==> config.mk <==
export PLATFORM = sky130hd
export DESIGN_NAME = booth_mult
export DESIGN_NICKNAME = d
export VERILOG_FILES = /design/src/rtl/mult_div_pkg.sv /design/src/rtl/booth_recoder.sv /design/src/rtl/cla_full_adder.sv /design/src/rtl/booth_mult.sv
export SDC_FILE = /design/constraint.sdc
export NUM_CORES = 1
export LEC_CHECK = 0
export ABC_AREA = 1
export CAP_MARGIN = 20
export CORE_AREA = 10 10 178 180
export CTS_BUF_LIST = sky130_fd_sc_hd__clkbuf_16
export CTS_CLUSTER_DIAMETER = 60
export DETAILED_ROUTE_END_ITERATION = 12
export DIE_AREA = 0 0 188 190
export GPL_TIMING_DRIVEN = 0
export MAX_ROUTING_LAYER = met4
export RECOVER_POWER = 25
export SYNTH_ARGS = -nofsm -noshare
export SYNTH_HDL_FRONTEND = slang
export SYNTH_HIERARCHICAL = 1
export SYNTH_SLANG_ARGS = --single-unit
==> constraint.sdc <==
create_clock -name clk -period 7.6 [get_ports clk]
set_input_delay 1.52 -clock clk [delete_from_list [all_inputs] [get_ports clk]]
set_output_delay 1.52 -clock clk [all_outputs]
set_load 0.02 [all_outputs]
==> src/rtl/mult_div_pkg.sv <==
// Shared definitions for the multiplier/divider family: widths, FSM encoding
// and the carry-lookahead helper used by cla_full_adder.
package mult_div_pkg;

  localparam int WIDTH = 32;
  localparam int ITERS = WIDTH / 2;
  localparam int ACC_W = WIDTH + 2;
  localparam int CNT_W = 4;
  localparam logic [CNT_W-1:0] LAST_ITER = CNT_W'(ITERS - 1);

  typedef enum logic [1:0] {
    IDLE = 2'd0,
    RUN  = 2'd1,
    DONE = 2'd2
  } md_state_e;

  // Carry into bit k of a 4-bit group, written in sum-of-products lookahead form.
  function automatic logic cla_carry(input logic [3:0] g, input logic [3:0] p,
                                     input logic ci, input int k);
    logic c;
    logic t;
    c = 1'b0;
    for (int j = 0; j < 4; j++) begin
      if (j < k) begin
        t = g[j];
        for (int l = 0; l < 4; l++) begin
          if (l > j && l < k) t = t & p[l];
        end
        c = c | t;
      end
    end
    t = ci;
    for (int l = 0; l < 4; l++) begin
      if (l < k) t = t & p[l];
    end
    return c | t;
  endfunction

endpackage

==> src/rtl/booth_recoder.sv <==
// Radix-4 Booth recoding: triplet {q[2i+1], q[2i], q[2i-1]} selects 0, +-M or
// +-2M as a 34-bit addend; negative terms are inverted with carry-in 1.
module booth_recoder
  import mult_div_pkg::*;
(
  input  logic [2:0]       triplet_i,
  input  logic [WIDTH-1:0] mcand_i,
  output logic [ACC_W-1:0] addend_o,
  output logic             cin_o
);

  logic [ACC_W-1:0] m_ext;
  logic [ACC_W-1:0] m2_ext;

  assign m_ext  = {{2{mcand_i[WIDTH-1]}}, mcand_i};
  assign m2_ext = {mcand_i[WIDTH-1], mcand_i, 1'b0};

  always_comb begin
    addend_o = '0;
    cin_o    = 1'b0;
    unique case (triplet_i)
      3'b001, 3'b010: addend_o = m_ext;
      3'b011:         addend_o = m2_ext;
      3'b100: begin
        addend_o = ~m2_ext;
        cin_o    = 1'b1;
      end
      3'b101, 3'b110: begin
        addend_o = ~m_ext;
        cin_o    = 1'b1;
      end
      default: begin
        addend_o = '0;
        cin_o    = 1'b0;
      end
    endcase
  end

endmodule

==> src/rtl/cla_full_adder.sv <==
// Carry-lookahead adder built from 4-bit lookahead groups; group carries are
// chained, so any WIDTH works (the last group may be narrower).
module cla_full_adder
  import mult_div_pkg::*;
#(
  parameter int WIDTH = 34
) (
  input  logic [WIDTH-1:0] a_i,
  input  logic [WIDTH-1:0] b_i,
  input  logic             cin_i,
  output logic [WIDTH-1:0] sum_o
);

  localparam int NG = (WIDTH + 3) / 4;

  logic [WIDTH-1:0] g;
  logic [WIDTH-1:0] p;
  logic [WIDTH-1:0] c;
  logic [NG-1:0]    gc;

  assign g     = a_i & b_i;
  assign p     = a_i ^ b_i;
  assign gc[0] = cin_i;

  for (genvar gi = 0; gi < NG; gi++) begin : g_grp
    localparam int LO   = gi * 4;
    localparam int GWID = ((WIDTH - LO) < 4) ? (WIDTH - LO) : 4;
    logic [3:0] gg;
    logic [3:0] pp;

    assign gg = 4'(g[LO +: GWID]);
    assign pp = 4'(p[LO +: GWID]);

    for (genvar bi = 0; bi < GWID; bi++) begin : g_bit
      assign c[LO + bi] = cla_carry(gg, pp, gc[gi], bi);
    end

    if (gi < NG - 1) begin : g_next
      assign gc[gi + 1] = cla_carry(gg, pp, gc[gi], 4);
    end
  end

  assign sum_o = p ^ c;

endmodule

==> src/rtl/booth_mult.sv <==
// Sequential radix-4 Booth multiplier: 16 add/shift steps over a 34-bit upper
// accumulator and 32-bit lower register, then a one-cycle result pulse.
module booth_mult
  import mult_div_pkg::*;
(
  input  logic             clk,
  input  logic             reset,
  input  logic             start,
  input  logic [WIDTH-1:0] multiplicand,
  input  logic [WIDTH-1:0] multiplier,
  output logic             busy,
  output logic             result_ready,
  output logic [WIDTH-1:0] product,
  output logic             exception
);

  md_state_e        state_q, state_d;
  logic [CNT_W-1:0] cnt_q, cnt_d;
  logic [ACC_W-1:0] acc_q, acc_d;
  logic [WIDTH-1:0] lo_q, lo_d;
  logic             qm1_q, qm1_d;
  logic [WIDTH-1:0] mcand_q, mcand_d;
  logic [WIDTH-1:0] product_q, product_d;
  logic             exc_q, exc_d;
  logic             rdy_q, rdy_d;

  logic [ACC_W-1:0] addend;
  logic             add_cin;
  logic [ACC_W-1:0] sum;
  logic [WIDTH:0]   hi_bits;

  booth_recoder u_recoder (
    .triplet_i ({lo_q[1:0], qm1_q}),
    .mcand_i   (mcand_q),
    .addend_o  (addend),
    .cin_o     (add_cin)
  );

  cla_full_adder #(
    .WIDTH (ACC_W)
  ) u_adder (
    .a_i   (acc_q),
    .b_i   (addend),
    .cin_i (add_cin),
    .sum_o (sum)
  );

  always_comb begin
    state_d   = state_q;
    cnt_d     = cnt_q;
    acc_d     = acc_q;
    lo_d      = lo_q;
    qm1_d     = qm1_q;
    mcand_d   = mcand_q;
    product_d = product_q;
    exc_d     = exc_q;
    rdy_d     = 1'b0;
    hi_bits   = '0;

    unique case (state_q)
      IDLE, DONE: begin
        if (start) begin
          mcand_d = multiplicand;
          lo_d    = multiplier;
          qm1_d   = 1'b0;
          acc_d   = '0;
          cnt_d   = '0;
          state_d = RUN;
        end
      end
      RUN: begin
        // Arithmetic shift of the combined {acc, lo} right by two after the add.
        acc_d = {{2{sum[ACC_W-1]}}, sum[ACC_W-1:2]};
        lo_d  = {sum[1:0], lo_q[WIDTH-1:2]};
        qm1_d = lo_q[1];
        if (cnt_q == LAST_ITER) begin
          state_d   = DONE;
          rdy_d     = 1'b1;
          product_d = lo_d;
          // Result bits [63:31] must be a pure sign extension to fit in 32 bits.
          hi_bits   = {acc_d[WIDTH-1:0], lo_d[WIDTH-1]};
          exc_d     = ~((&hi_bits) | ~(|hi_bits));
        end else begin
          cnt_d = cnt_q + 1'b1;
        end
      end
      default: state_d = IDLE;
    endcase
  end

  always_ff @(posedge clk or negedge reset) begin
    if (!reset) begin
      state_q   <= IDLE;
      cnt_q     <= '0;
      acc_q     <= '0;
      lo_q      <= '0;
      qm1_q     <= 1'b0;
      mcand_q   <= '0;
      product_q <= '0;
      exc_q     <= 1'b0;
      rdy_q     <= 1'b0;
    end else begin
      state_q   <= state_d;
      cnt_q     <= cnt_d;
      acc_q     <= acc_d;
      lo_q      <= lo_d;
      qm1_q     <= qm1_d;
      mcand_q   <= mcand_d;
      product_q <= product_d;
      exc_q     <= exc_d;
      rdy_q     <= rdy_d;
    end
  end

  assign busy         = (state_q == RUN);
  assign result_ready = rdy_q;
  assign product      = product_q;
  assign exception    = exc_q;

endmodule
== Word level (Yosys, flattened, before mapping) ==
Cells that the tools add are included.
Cells by class
  multiplexer cells: 16
  equal/unequal tests: 12
  reduce and logical (&&, ||, !) cells: 13
  bitwise operators: 170
  add/sub/neg operators: 1
Operator list (number)
  $pmux 34 s4: 1
  $or 1x1->1: 82
  $and 1x1->1: 81
  $not 34->34: 2
  $pmux 34 s2: 1
  $xor 34x34->34: 2
  $pmux 32 s2: 1
  $mux 34: 1
  $and 33x33->33: 1
  $reduce_and 33->1: 1
  $reduce_or 33->1: 1
  $mux 32: 1
  $eq 3x3->1 const B: 3
  $mux 4: 2
  $pmux 4 s2: 1
  $reduce_and 2->1: 4
  $eq 3x2->1 const B: 2
  $reduce_or 2->1: 3
  $add 4x1->4 const B: 1
  $eq 4x4->1 const B: 1
  $mux 1: 4
  $mux 2: 2
  $ne 2x2->1 const B: 2
  $pmux 2 s2: 1
  other kinds (10): 11
Word-level totals
  output and inout bits: 35
  register bits after elaboration: 139
  bits of input ports: 67

== Depth between registers and ports, before layout ==
Gate-level depths: netlist of the first run.
  word-level depth: 53
  mapped depth: 56

== Hierarchy ==
The synthesis of the first run kept the hierarchy.
By module, submodules not included
  booth_mult: area each 5584.1 um^2, cells each 520, times used 1
  cla_full_adder: area each 1463.9 um^2, cells each 207, times used 1
  booth_recoder: area each 1257.5 um^2, cells each 311, times used 1

== Least setup slack after synthesis of the first run ==
No wires, ideal clock.
  kind: reg2reg
  start point: register lo_q[1]
  end point: register exc_q (netlist: exception)
  stages on the path, launching flop included: 57
  data arrival time: 5.922 ns
  slack: 1.560 ns
  path through: dfrtp_1 buf_2 inv_1 nand3_1 buf_2 nand2_1 nand2_1 nand2_1 ha_1 nand3_1 nand4_1 nand2_1 nand2_1 ha_1 nand3_1 nand4_1 nand2_1 nand2_1 [... 21 more ...] nand3_1 nand4_1 nand2_1 nand2_1 ha_1 nand3_1 nand4_1 nand2_1 nand2_1 fa_1 nor2_1 nand2_1 nor2_1 nand2_1 nor2_1 nand2_1 nand3_1 nand2_1
RTL lines
  from (decl): line booth_mult.sv:20  | logic [WIDTH-1:0] lo_q, lo_d;
  from (signal assigned): line booth_mult.sv:106  | lo_q <= lo_d;
  $eq 3x3->1, or another cell as far along: line booth_recoder.sv:21  | unique case (triplet_i)
  $reduce_or 2->1: line booth_recoder.sv:21
  $pmux 34 s4 (*): line booth_recoder.sv:21
  net addend[1]: line booth_mult.sv:27  | logic [ACC_W-1:0] addend;
  $xor 34x34->34: line cla_full_adder.sv:22  | assign p = a_i ^ b_i;
  $and 1x1->1 (3 in series): line mult_div_pkg.sv:27  | if (l > j && l < k) t = t & p[l];
  $or 1x1->1 (3 in series): line mult_div_pkg.sv:29  | c = c | t;
  $or 1x1->1 (*): line mult_div_pkg.sv:36  | return c | t;
  [... 30 more ...]
  $and 1x1->1 (*) (4 in series): line mult_div_pkg.sv:34  | if (l < k) t = t & p[l];
  $or 1x1->1 (*): line mult_div_pkg.sv:36
  $xor 34x34->34 (*): line cla_full_adder.sv:43  | assign sum_o = p ^ c;
  net sum[32]: line booth_mult.sv:29  | logic [ACC_W-1:0] sum;
  $reduce_or 33->1: line booth_mult.sv:82  | exc_d = ~((&hi_bits) | ~(|hi_bits));
  $not 1->1: line booth_mult.sv:82
  $or 1x1->1 (*): line booth_mult.sv:82
  $not 1->1 (*): line booth_mult.sv:82
  to (signal assigned): line booth_mult.sv:100  | exc_q <= 1'b0;
  to (signal assigned): line booth_mult.sv:110  | exc_q <= exc_d;
  to (decl): line booth_mult.sv:24  | logic exc_q, exc_d;
Mark *: on every way through the listed nets, which the timed path passes. The rest lies on a longest branch.
A chain may end at the register's enable or synchronous reset.

== Worst setup path in the final report of the first run ==
  start point: register lo_q[0]
  end point: register exc_q (netlist: exception)
The elaborated chain is that of the path after synthesis.

==> impl_metrics.ini, run 1 <==
[timing]
post-route-period-util_pct = 91.1
hold_violations = 0
rsz0062_at_grt = no
setup_viol = 0
fmax_mhz = 144
fin_setup_tns_ns = 0
tightest_slew_ns = 2.68
period_minus_slack_ns = 6.92
clock_skew_ns = 0.00823
maxSlewHeadroom_pct = -78.9
drv_slew = 47
fin_hold_ws_ns = 0.468

[cts]
clk_latency_ns = 0.42
numCtsBuffers = 17
cts_root_buf = clkbuf_16
hold_buffers = 0
cts_sinks = 137
clk_pin_slew_ns = 0.07
cts_buffer_depth = 2
tritoncts = done
ctsHtreeMaxLevel = 4

[global_routing]
grt_first_pass_wirelength_mm = 36.8
track_usage_pct = 13.1
antenna_found_initial = 0
grt_start_max_net_pins = 92
grt-ovfl-total = 0
grt_pass1_vias = 7129

[setup_path]
required_ns = 7.91
path_max_fanout = 10
critPathMaxStageDelay_ns = 0.51
crit_path_end_kind = flip-flop
worst_path_max_delay_cell = fa_1
worstSetupStartpointType = flip-flop
reg2reg_slack_ns = 0.68
crit_family = simple AND/OR/NAND/NOR gates
path_common_cell = nand2_1
arrival_ns = 7.23
path_buf_inv = 2
path_class = flip-flop to flip-flop

[drt]
dr_wl_met3_um = 747
vias_per_cell = 4.55
via_count = 7086
top_layer = met4
drt-total-wl_mm = 22.7
postRouteAntennaNets = 0
dr.first_iter.drc_count = 308
avgRoutedWirePerCell_um = 14.6
met2_length_mm = 11.1
drc = 0
wl_met1_mm = 10.3
first_pass_iters = 5

[place]
gp_congestion = 0.846
io_buffers = 101
dp_hpwl_mm = 16.9
place_area_mm2 = 0.00983

[yosys]
synth-seq-area-share_pct = 41.3
synth_top_area_share_pct = 41.3
synth.net_count = 1155
synthMuxAreaShare_pct = 4.34
synthCells = 1038
synth_top_family_by_area = simple AND/OR/NAND/NOR gates
yosys.area_share.adder_pct = 8.35
avgSynthCellArea_um2 = 8.00
synthXorXnorAreaFrac_pct = 1.90
netlist_top_cells_area = dfrtp_1, nand2_1, ha_1
ys_warn_count = 6
synth_top_area_cell = dfrtp_1
ys_types = 34
synth-simple-area-share_pct = 28.6
synth_seq_cells = 137
synth-compound-area-share_pct = 6.37
syn_area_mm2 = 0.00831

[final_layout]
fillCellCount = 2939
seqCellArea_mm2 = 0.00343
post-route-cell-area_mm2 = 0.0104
fin_nets = 1276
multi_input_area_mm2 = 0.00410
drive_above_1_share_pct = 11.0
area_growth_pct = 24.6
n_antenna_cell = 0

[floorplanning]
fp.dieW_um = 188
start_util_pct = 29.4
io_pins = 102
coreArea_mm2 = 0.0282
dieArea_mm2 = 0.0357
die_h_um = 190
row_count = 62

[run_status]
status = finished with violations
violations = max-capacitance violations, max-slew violations

[min_path]
hp-class = flip-flop to flip-flop

[flow_run]
cap_violations = 1
-- state kept, by name, indices dropped and copies added (netlist names) --
name          flops
product          32
result_ready      1
acc_q            32
qm1_q             1
mcand_q          32
cnt_q             4
state_q           2
exception         1
lo_q             32
-- worst register-to-register path, delay by kind of cell (launching register included) --
family                   cells  cell delay (ns)
AND/OR/NAND/NOR             45             3.79
adder cells (fa/ha/maj)      9             2.34
flip-flops                   1             0.46
buffers and inverters        2             0.26
-- routing by layer --
layer,track usage (%),vias to the layer above
li1,-,3554
met4,4.95,0
met2,22.2,155
met5,-,-
met3,2.25,28
met1,15.4,3349
-- Yosys cell counts, drive strengths merged --
cell type / count
nand2: 384
dfrtp: 137
inv: 114
nor2: 95
nand3: 74
buf: 41
ha: 41
mux2: 32
o22ai: 31
a22o: 27
xor2: 15
nand4: 13
fa: 9
o21ai: 9
a21oi: 6
xnor2: 3
clkbuf: 2
o31ai: 2
clkinv: 1
nand3b: 1
o221ai: 1
-- stage by stage --
stage | utilization (%) | worst slack (ns) | cells
after floorplan | - | 1.56 | 1038
after global placement | 34.7 | -0.921 | 1523
after detailed placement | 34.8 | 0.488 | 1524
after CTS | 36.7 | 0.457 | 1556
after global routing | 36.7 | 0.0106 | 1556
final | 36.7 | 0.678 | 1556
-- cells in the final DEF (no fill, tap or decap), types with 3 or more instances in the layout --
master and count:
mux2_2 32, buf_2 14, o21ai_0 3, xnor2_1 3, a22o_1 27, clkbuf_1 5, inv_1 112, nor2_1 92
clkbuf_16 17, buf_6 12, clkdlybuf4s50_1 100, inv_6 8, clkinv_4 4, buf_4 10, o22ai_1 31, nand4_1 12
a21oi_1 6, fa_1 9, nand3_2 10, dfrtp_1 135, o21ai_1 6, nand3_1 64, xor2_1 15, ha_1 41
nand2_4 5, nor2_2 3, nand2_1 377
-- repair_timing --
| action | 4_1_cts | 5_1_grt |
|---|---|---|
| gates resized for setup | 0 | 22 |
| buffers inserted | 0 | 0 |
| endpoints found under the setup margin | 0 | 1 |
-- area by class of cell --
cell class	instances	share of cell area [%]
flip-flops and latches	137	33.1
clock inverters	15	1.12
multi-input cells	743	39.6
well taps	384	4.64
repair buffers	102	9.97
clock buffers	17	4.11
inverters	115	4.25
plain buffers	43	3.12
-- path summary, 6_finish.rpt --
path | endpoint | cells after the start | from
max | exception$_DFFE_PN0P_ | 56 | lo_q[0]$_DFFE_PN0P_
min | product[22]$_DFFE_PN0P_ | 2 | product[22]$_DFFE_PN0P_
max reg2reg | exception$_DFFE_PN0P_ | 56 | lo_q[0]$_DFFE_PN0P_
min reg2reg | product[22]$_DFFE_PN0P_ | 2 | product[22]$_DFFE_PN0P_
max in group asynchronous | acc_q[6]$_DFFE_PN0P_ | 1 | reset
min in group asynchronous | product[16]$_DFFE_PN0P_ | 1 | reset
-- cell families (layout without fill, tap and decap cells) --
logic type	after synthesis	after routing
AOI/OAI and AO/OA	76	76
xor gates and xnor gates	18	18
adders and majority gates	50	50
buffers and inverters	158	292
DFF	137	137
muxes	32	32
and+or+nand+nor	567	567
Power of run 1 is not shown: default switching activity piles up to over one toggle a cycle in this logic, so the estimate is an artifact.
==> run 2: changes to the inputs <==
- DONT_BUFFER_PORTS: default -> 1
==> run 2 against run 1 <==
  * The run now ends clean
  * Fmax is 0.76% higher
  * Register-to-register slack better by 0.05 ns
  * Non-clock buffer count is 101 lower
  * Cell area is 8.0% lower
  * Clock skew is 0.00056 ns higher
  * Global-route usage is 0.39 points lower
  * Critical path type unchanged
  * Highest routed layer unchanged
==> impl_metrics.ini, run 2 (synthesis results as in run 1) <==
[timing]
drv_slew = 0
tightest_slew_ns = 0.566
post-route-period-util_pct = 90.4
hold_violations = 0
fin_hold_ws_ns = 0.508
period_minus_slack_ns = 6.87
setup_viol = 0
clock_skew_ns = 0.00879
maxSlewHeadroom_pct = 62.3
fmax_mhz = 146

[drt]
drt-total-wl_mm = 22.3
avgRoutedWirePerCell_um = 15.3
first_pass_iters = 7
vias_per_cell = 4.63
via_count = 6746
postRouteAntennaNets = 0
dr.first_iter.drc_count = 460
drc = 0

[setup_path]
arrival_ns = 7.20
path_common_cell = nand2_1
worst_path_max_delay_cell = fa_2
r2r_start = lo_q[1]$_DFFE_PN0P_
path_class = flip-flop to flip-flop
crit_path_end_kind = flip-flop
cp-endpoint = exception$_DFFE_PN0P_
worstSetupStartpointType = flip-flop
reg2reg_slack_ns = 0.73
r2r_cells = 54
r2r-end = exception$_DFFE_PN0P_
critPathMaxStageDelay_ns = 0.61
path_max_fanout = 10
critPathLaunch = lo_q[1]$_DFFE_PN0P_
required_ns = 7.93

[cts]
cts_root_buf = clkbuf_16
ctsHtreeMaxLevel = 4
clk_latency_ns = 0.44
cts_sinks = 137
clk_pin_slew_ns = 0.07
cts_buffer_depth = 2
hold_buffers = 0
tritoncts = done
numCtsBuffers = 17

[final_layout]
area_growth_pct = 14.7
drive_above_1_share_pct = 13.2
final_cell_mix = nand2_1, dfrtp_1, inv_1
final_cell_count_no_fill = 1456
fin_nets = 1175
layout_commonest_cell = nand2_1

[floorplanning]
die_h_um = 190
io_pins = 102
fp.dieW_um = 188
row_count = 62
start_util_pct = 29.4
coreArea_mm2 = 0.0282
dieArea_mm2 = 0.0357

[place]
dp_hpwl_mm = 16.3
gp_congestion = 0.852
io_buffers = 0
dp.cells = 1422

[global_routing]
grt_first_pass_wirelength_mm = 35.1
grt-ovfl-total = 0
grt_pass1_vias = 6414
track_usage_pct = 12.7
antenna_found_initial = 1
grt_start_max_net_pins = 138

[min_path]
hp-class = flip-flop to flip-flop

[flow_run]
cap_violations = 0

[run_status]
status = complete, no violations
-- run 2: changes by cell type in the layout (fill, tap and decap cells not counted), moves of 3 or more --
cell | previous run | this run
buf_6 | 12 | 17
bufinv_16 | 0 | 3
clkbuf_1 | 5 | 1
clkdlybuf4s50_1 | 100 | 0
ha_1 | 41 | 37
-- run 2: worst min-delay path by stage --
stage,end,start,depth (start not counted),slack [ns]
4_1_cts,acc_q[29]$_DFFE_PN0P_,acc_q[29]$_DFFE_PN0P_,1,0.51
6_report,product[0]$_DFFE_PN0P_,lo_q[2]$_DFFE_PN0P_,2,0.51
2_1_floorplan,acc_q[13]$_DFFE_PN0P_,acc_q[13]$_DFFE_PN0P_,2,0.47
5_1_grt,acc_q[7]$_DFFE_PN0P_,acc_q[7]$_DFFE_PN0P_,1,0.52
3_5_place_dp,acc_q[1]$_DFFE_PN0P_,acc_q[1]$_DFFE_PN0P_,1,0.49
3_3_place_gp,acc_q[11]$_DFFE_PN0P_,acc_q[11]$_DFFE_PN0P_,1,0.49
-- run 2: cell type report --
class,count,area (um^2)
inverter,115,444
fill,2975,18700
timing repair buffer,1,7.51
buffer,43,360
clock inverter,15,188
clock buffer,17,425
multi-input combinational,743,4190
tap,384,480
sequential,137,3430
antenna,1,2.50
-- run 2: timing repair --
item | 4_1_cts | 5_1_grt
setup endpoints to repair | 0 | 1
buffers inserted | 0 | 1
resized for setup | 0 | 37
-- run 2: worst max-delay path: cells and delay by family, from the launching register on --
family | cells | cell delay [ns]
buffers and inverters | 2 | 0.34
adders and majority gates | 10 | 2.48
and+or+nand+nor | 42 | 3.54
DFF | 1 | 0.39
-- run 2: through the flow --
| step | cell area [um^2] | setup slack, ns | utilization [%] | TNS, ns |
|---|---|---|---|---|
| 4_1_cts | 9400 | 0.382 | 33.3 | 0 |
| 5_1_grt | 9530 | -0.00909 | 33.7 | -0.00909 |
| 2_1_floorplan | 8310 | 1.56 | - | 0 |
| 3_5_place_dp | 8790 | 0.447 | 31.1 | 0 |
| 6_report | 9530 | 0.730 | 33.7 | 0 |
| 3_3_place_gp | 8790 | 0.505 | 31.1 | 0 |
-- run 2: per-layer routing --
layer	track usage, %	share of wire (%)	wire length, um	vias to the layer above
met4	5.78	3.2	708	0
met3	3.33	5.4	1200	48
met2	20.5	48	10800	159
met1	14.7	43	9590	3184
met5	-	0	0	-
li1	-	-	-	3355
Power of run 2 is left out for the same reason.
